<file path="src/rtl/l2_write_combiner.sv">
// Write combiner in front of L2: merges byte-enabled 16-bit word writes into a
// single 256-bit line buffer and offers the finished or flushed line to L2.
module l2_write_combiner (
   input  logic         clk,
   input  logic         reset_n,
   input  logic         wr_valid,
   output logic         wr_ready,
   input  logic [15:0]  wr_addr,
   input  logic [15:0]  wr_data,
   input  logic [1:0]   wr_byte_enable,
   input  logic         flush,
   output logic         line_valid,
   input  logic         line_ready,
   output logic [15:0]  line_addr,
   output logic [255:0] line_data,
   output logic [31:0]  line_mask,
   output logic         empty
);

   typedef enum logic [1:0] {EMPTY, FILLING, DRAIN} state_t;

   state_t       state;
   logic [10:0]  tag;
   logic [255:0] buf_data;
   logic [31:0]  buf_mask;
   logic [255:0] merged_data;
   logic [31:0]  merged_mask;
   logic         tag_match;
   logic         accept;
   logic [7:0]   bit_base;
   logic [4:0]   byte_base;
   logic         unused_addr_lsb;

   assign unused_addr_lsb = wr_addr[0];
   assign tag_match       = (wr_addr[15:5] == tag);
   assign accept          = wr_valid && wr_ready;
   assign bit_base        = {wr_addr[4:1], 4'b0000};
   assign byte_base       = {wr_addr[4:1], 1'b0};

   always_comb begin
      wr_ready = 1'b0;
      case (state)
         EMPTY:   wr_ready = 1'b1;
         FILLING: wr_ready = tag_match;
         default: wr_ready = 1'b0;
      endcase
   end

   // Buffer contents as they would look after this cycle's write, if any
   always_comb begin
      merged_data = buf_data;
      merged_mask = buf_mask;
      if (accept && wr_byte_enable[0]) begin
         merged_data[bit_base +: 8] = wr_data[7:0];
         merged_mask[byte_base]     = 1'b1;
      end
      if (accept && wr_byte_enable[1]) begin
         merged_data[bit_base + 8'd8 +: 8] = wr_data[15:8];
         merged_mask[byte_base + 5'd1]     = 1'b1;
      end
   end

   always_ff @(posedge clk or negedge reset_n) begin
      if (!reset_n) begin
         state    <= EMPTY;
         tag      <= '0;
         buf_data <= '0;
         buf_mask <= '0;
      end else begin
         case (state)
            EMPTY: begin
               if (accept && (wr_byte_enable != 2'b00)) begin
                  tag      <= wr_addr[15:5];
                  buf_data <= merged_data;
                  buf_mask <= merged_mask;
                  state    <= FILLING;
               end
            end
            FILLING: begin
               buf_data <= merged_data;
               buf_mask <= merged_mask;
               // A mismatching write evicts the line; it is retried once EMPTY
               if ((&merged_mask) || flush || (wr_valid && !tag_match))
                  state <= DRAIN;
            end
            DRAIN: begin
               if (line_ready) begin
                  buf_data <= '0;
                  buf_mask <= '0;
                  state    <= EMPTY;
               end
            end
            default: state <= EMPTY;
         endcase
      end
   end

   assign line_valid = (state == DRAIN);
   assign empty      = (state == EMPTY);
   assign line_addr  = {tag, 5'b00000};
   assign line_data  = buf_data;
   assign line_mask  = buf_mask;

endmodule

</file>
<file path="config.mk">
export PLATFORM = sky130hd
export DESIGN_NAME = l2_write_combiner
export DESIGN_NICKNAME = d
export VERILOG_FILES = /design/src/rtl/l2_write_combiner.sv
export SDC_FILE = /design/constraint.sdc
export NUM_CORES = 1
export LEC_CHECK = 0
export CORE_ASPECT_RATIO = 1.1
export CORE_UTILIZATION = 60
export DETAILED_ROUTE_END_ITERATION = 16
export DONT_BUFFER_PORTS = 1
export GPL_ROUTABILITY_DRIVEN = 1
export GPL_TIMING_DRIVEN = 0
export PLACE_DENSITY_LB_ADDON = 0.15
export SETUP_SLACK_MARGIN = 0.2
export SLEW_MARGIN = 0
export SYNTH_ARGS = -nofsm -noshare
export SYNTH_HDL_FRONTEND = slang
export SYNTH_SLANG_ARGS = --single-unit
</file>
<file path="constraint.sdc">
create_clock -name clk -period 3.85 [get_ports clk]
set_input_delay 0.9625 -clock clk [delete_from_list [all_inputs] [get_ports clk]]
set_output_delay 0.9625 -clock clk [all_outputs]
set_load 0.005 [all_outputs]
</file>
==> flow_metrics.tcl <==
set metrics [dict create \
    yosys_register_bits 301 \
    syn_to_final_growth_pct 11.31 \
    cts_resized 0 \
    numCtsBuffers 31 \
    cts_sinks 301 \
    end_kind "flop" \
    worst_r2r_path_depth 7 \
    max_cap_violations 0 \
    dpl_worst_slack_ns -0.07458 \
    synthCells 1075 \
    setup_viol 0 \
    required_ns 4.34 \
    die_h_um 151.8 \
    leakage_nw 6.202 \
    synth_edf_count 0 \
    port_buffers 0 \
    violations "DRC" \
    async_flop_share 1.000 \
    start_kind "primary input" \
    dieWidth_um 138.2 \
    ir_worst_vdd_v 0.0003494 \
    syn_area_per_cell_um2 11.38 \
    r2r-end "state[0]" \
    vias 9119 \
    yosysWarnings 0 \
    layout_commonest_cell "dfrtp_1" \
    layout.nets 1159 \
    wl_per_cell_um 25.81 \
    synth_seq_area_share 0.6157 \
    crit_fanout 9 \
    fin_crit_sh 0.8970 \
    stdcell_count 1387 \
    powerDensity_nw_per_um2 609.7 \
    gp_congestion 0.9703 \
    ctsHtreeMaxLevel 1 \
    hold_viol_final 0 \
    synthesis.area_um2 12230 \
    start_util 0.6138 \
    worst_ep_arrival_time_ns 3.94 \
    grt_pass1_vias 9057 \
    dp_hpwl_um 25810 \
    rsz0062_at_grt "no" \
    synth_cell_types 55 \
    drive_gt1_frac 0.09780 \
    viasPerCell 6.575 \
    row_count 54 \
    tns_ns 0 \
    drtPass1Iterations 11 \
    outcome "finished, violations left" \
    num_io_pins 346 \
    clockRootBuffer "clkbuf_16" \
    synth_top_cells_by_area "dfrtp_1 62%, a22o_1 9.4%, nand3_1 5.3%" \
    grt_pass1_wl_um 54720 \
    gr-usage-all-layers 0.3433 \
    drc 48 \
    max_slew_margin 0.2042 \
    grt_overflow 0 \
    skew_ns 0.01749 \
    drt-total-wl_um 35790 \
    ant_nets 0 \
    clkLatencyLatePin_ns 0.56 \
    drtIter0Drc 760 \
    clk_pin_slew_ns 0.06 \
    placed_cells 1331 \
    r2r_slack_ns 0.62 \
    antenna_cells 0 \
    multiInputGateArea_um2 4372 \
    path_class "in2reg" \
    cts_hold_repair.buffers 0 \
    cts_setup_buffers 0 \
    netlist.area_leader.share 0.6157 \
    hp-class "in2async" \
    max_freq_ghz 0.2896 \
    grt_max_degree 302 \
    fin_hold_ws_ns 0.1061 \
    yosysTopAreaCell "dfrtp_1" \
    cts_tree "yes" \
    dieArea_um2 20970 \
    layout_common_cells "301 x dfrtp_1, 132 x a22o_1, 129 x o21ai_0, 129 x nand3_1, 79 x nand2_1" \
    clockBufferDepth 3 \
    tightest_slew_ns 1.185 \
    fin_ws_ns 0.3966 \
    synth_flop_cell "dfrtp_1" \
    fin_crit_ns 3.453 \
    regArea_um2 7532 \
    antenna_found_initial 0 \
    n_fill_cell 1528 \
    coreArea_um2 19930 \
    r2r-start "state[1]" \
    slew_viol_final 0 \
]
-- layout make-up --
| type | instances | share of cell area |
|---|---|---|
| Buffer | 66 | 0.02095 |
| Clock buffer | 45 | 0.06670 |
| Clock inverter | 11 | 0.01066 |
| Inverter | 16 | 0.004410 |
| Multi-Input combinational cell | 696 | 0.3210 |
| Sequential cell | 301 | 0.5531 |
| Tap cell | 252 | 0.02315 |
-- power breakdown --
| group | switching (mW) | internal (mW) |
|---|---|---|
| registers | 0.391 | 3.51 |
| logic | 0.893 | 0.448 |
| clock network | 1.23 | 1.83 |
| total | 2.51 | 5.79 |
-- per-stage QoR --
stage          area [um2]  power [mW]  utilization
4_1_cts             13620       8.308       0.6832
5_1_grt             13620       8.609       0.6832
2_1_floorplan       12250       4.799            -
6_report            13620       8.303       0.6832
3_5_place_dp        12560       5.274       0.6304
3_3_place_gp        12560       5.232       0.6304
-- critical path, cell delays in order --
cell and delay (ns):
clkbuf_1 0.17, inv_1 0.26, ha_1 0.41, o21bai_1 0.16
a21oi_1 0.08, a41oi_1 0.57, nand2b_1 0.19, clkbuf_1 0.34
nor2_1 0.17, nor2_1 0.40, a22o_1 0.22
-- how the worst max path moves through the flow --
stage / start / end / slack [ns] / depth (start not counted)
after floorplan: wr_addr[2] / line_data[48] / 0.57 / 11
after global placement: wr_addr[2] / line_data[52] / -0.05 / 11
after detailed placement: wr_addr[2] / line_data[52] / -0.07 / 11
after CTS: tag[9] / wr_ready / 0.49 / 4
after global routing: wr_addr[2] / line_data[54] / 0.22 / 11
final: wr_addr[2] / line_data[52] / 0.40 / 11
-- state kept, by name, indices dropped and copies added (netlist names) --
| name | count |
|---|---|
| line_mask | 32 |
| tag | 11 |
| state | 2 |
| line_data | 256 |
-- logic make-up after synthesis --
kind of cell,synth area share
other,0.0003065
xor gates and xnor gates,0.01033
and+or+nand+nor,0.1361
muxes,0.01278
buffers and inverters,0.02823
adders and majority gates,0.008182
DFF,0.6157
AOI/OAI and AO/OA,0.1884
-- layer usage --
layer / routed length (um) / track usage
met5: 0 / 0
met4: 1377 / 0.1371
met3: 3980 / 0.1194
met2: 17050 / 0.5630
met1: 13390 / 0.4212
-- cell usage after synthesis (8+ instances only) --
cell / number
dfrtp_1: 301
a21oi_1: 12
nor2b_1: 8
nand3_1: 129
nor2_1: 50
clkbuf_1: 46
and3_1: 11
nor2_2: 8
buf_1: 9
inv_1: 13
ha_1: 8
a31oi_1: 24
nand2_1: 79
a22o_1: 132
o21ai_0: 129
mux2_2: 13
No activity file was read; power rests on OpenSTA's default activity.
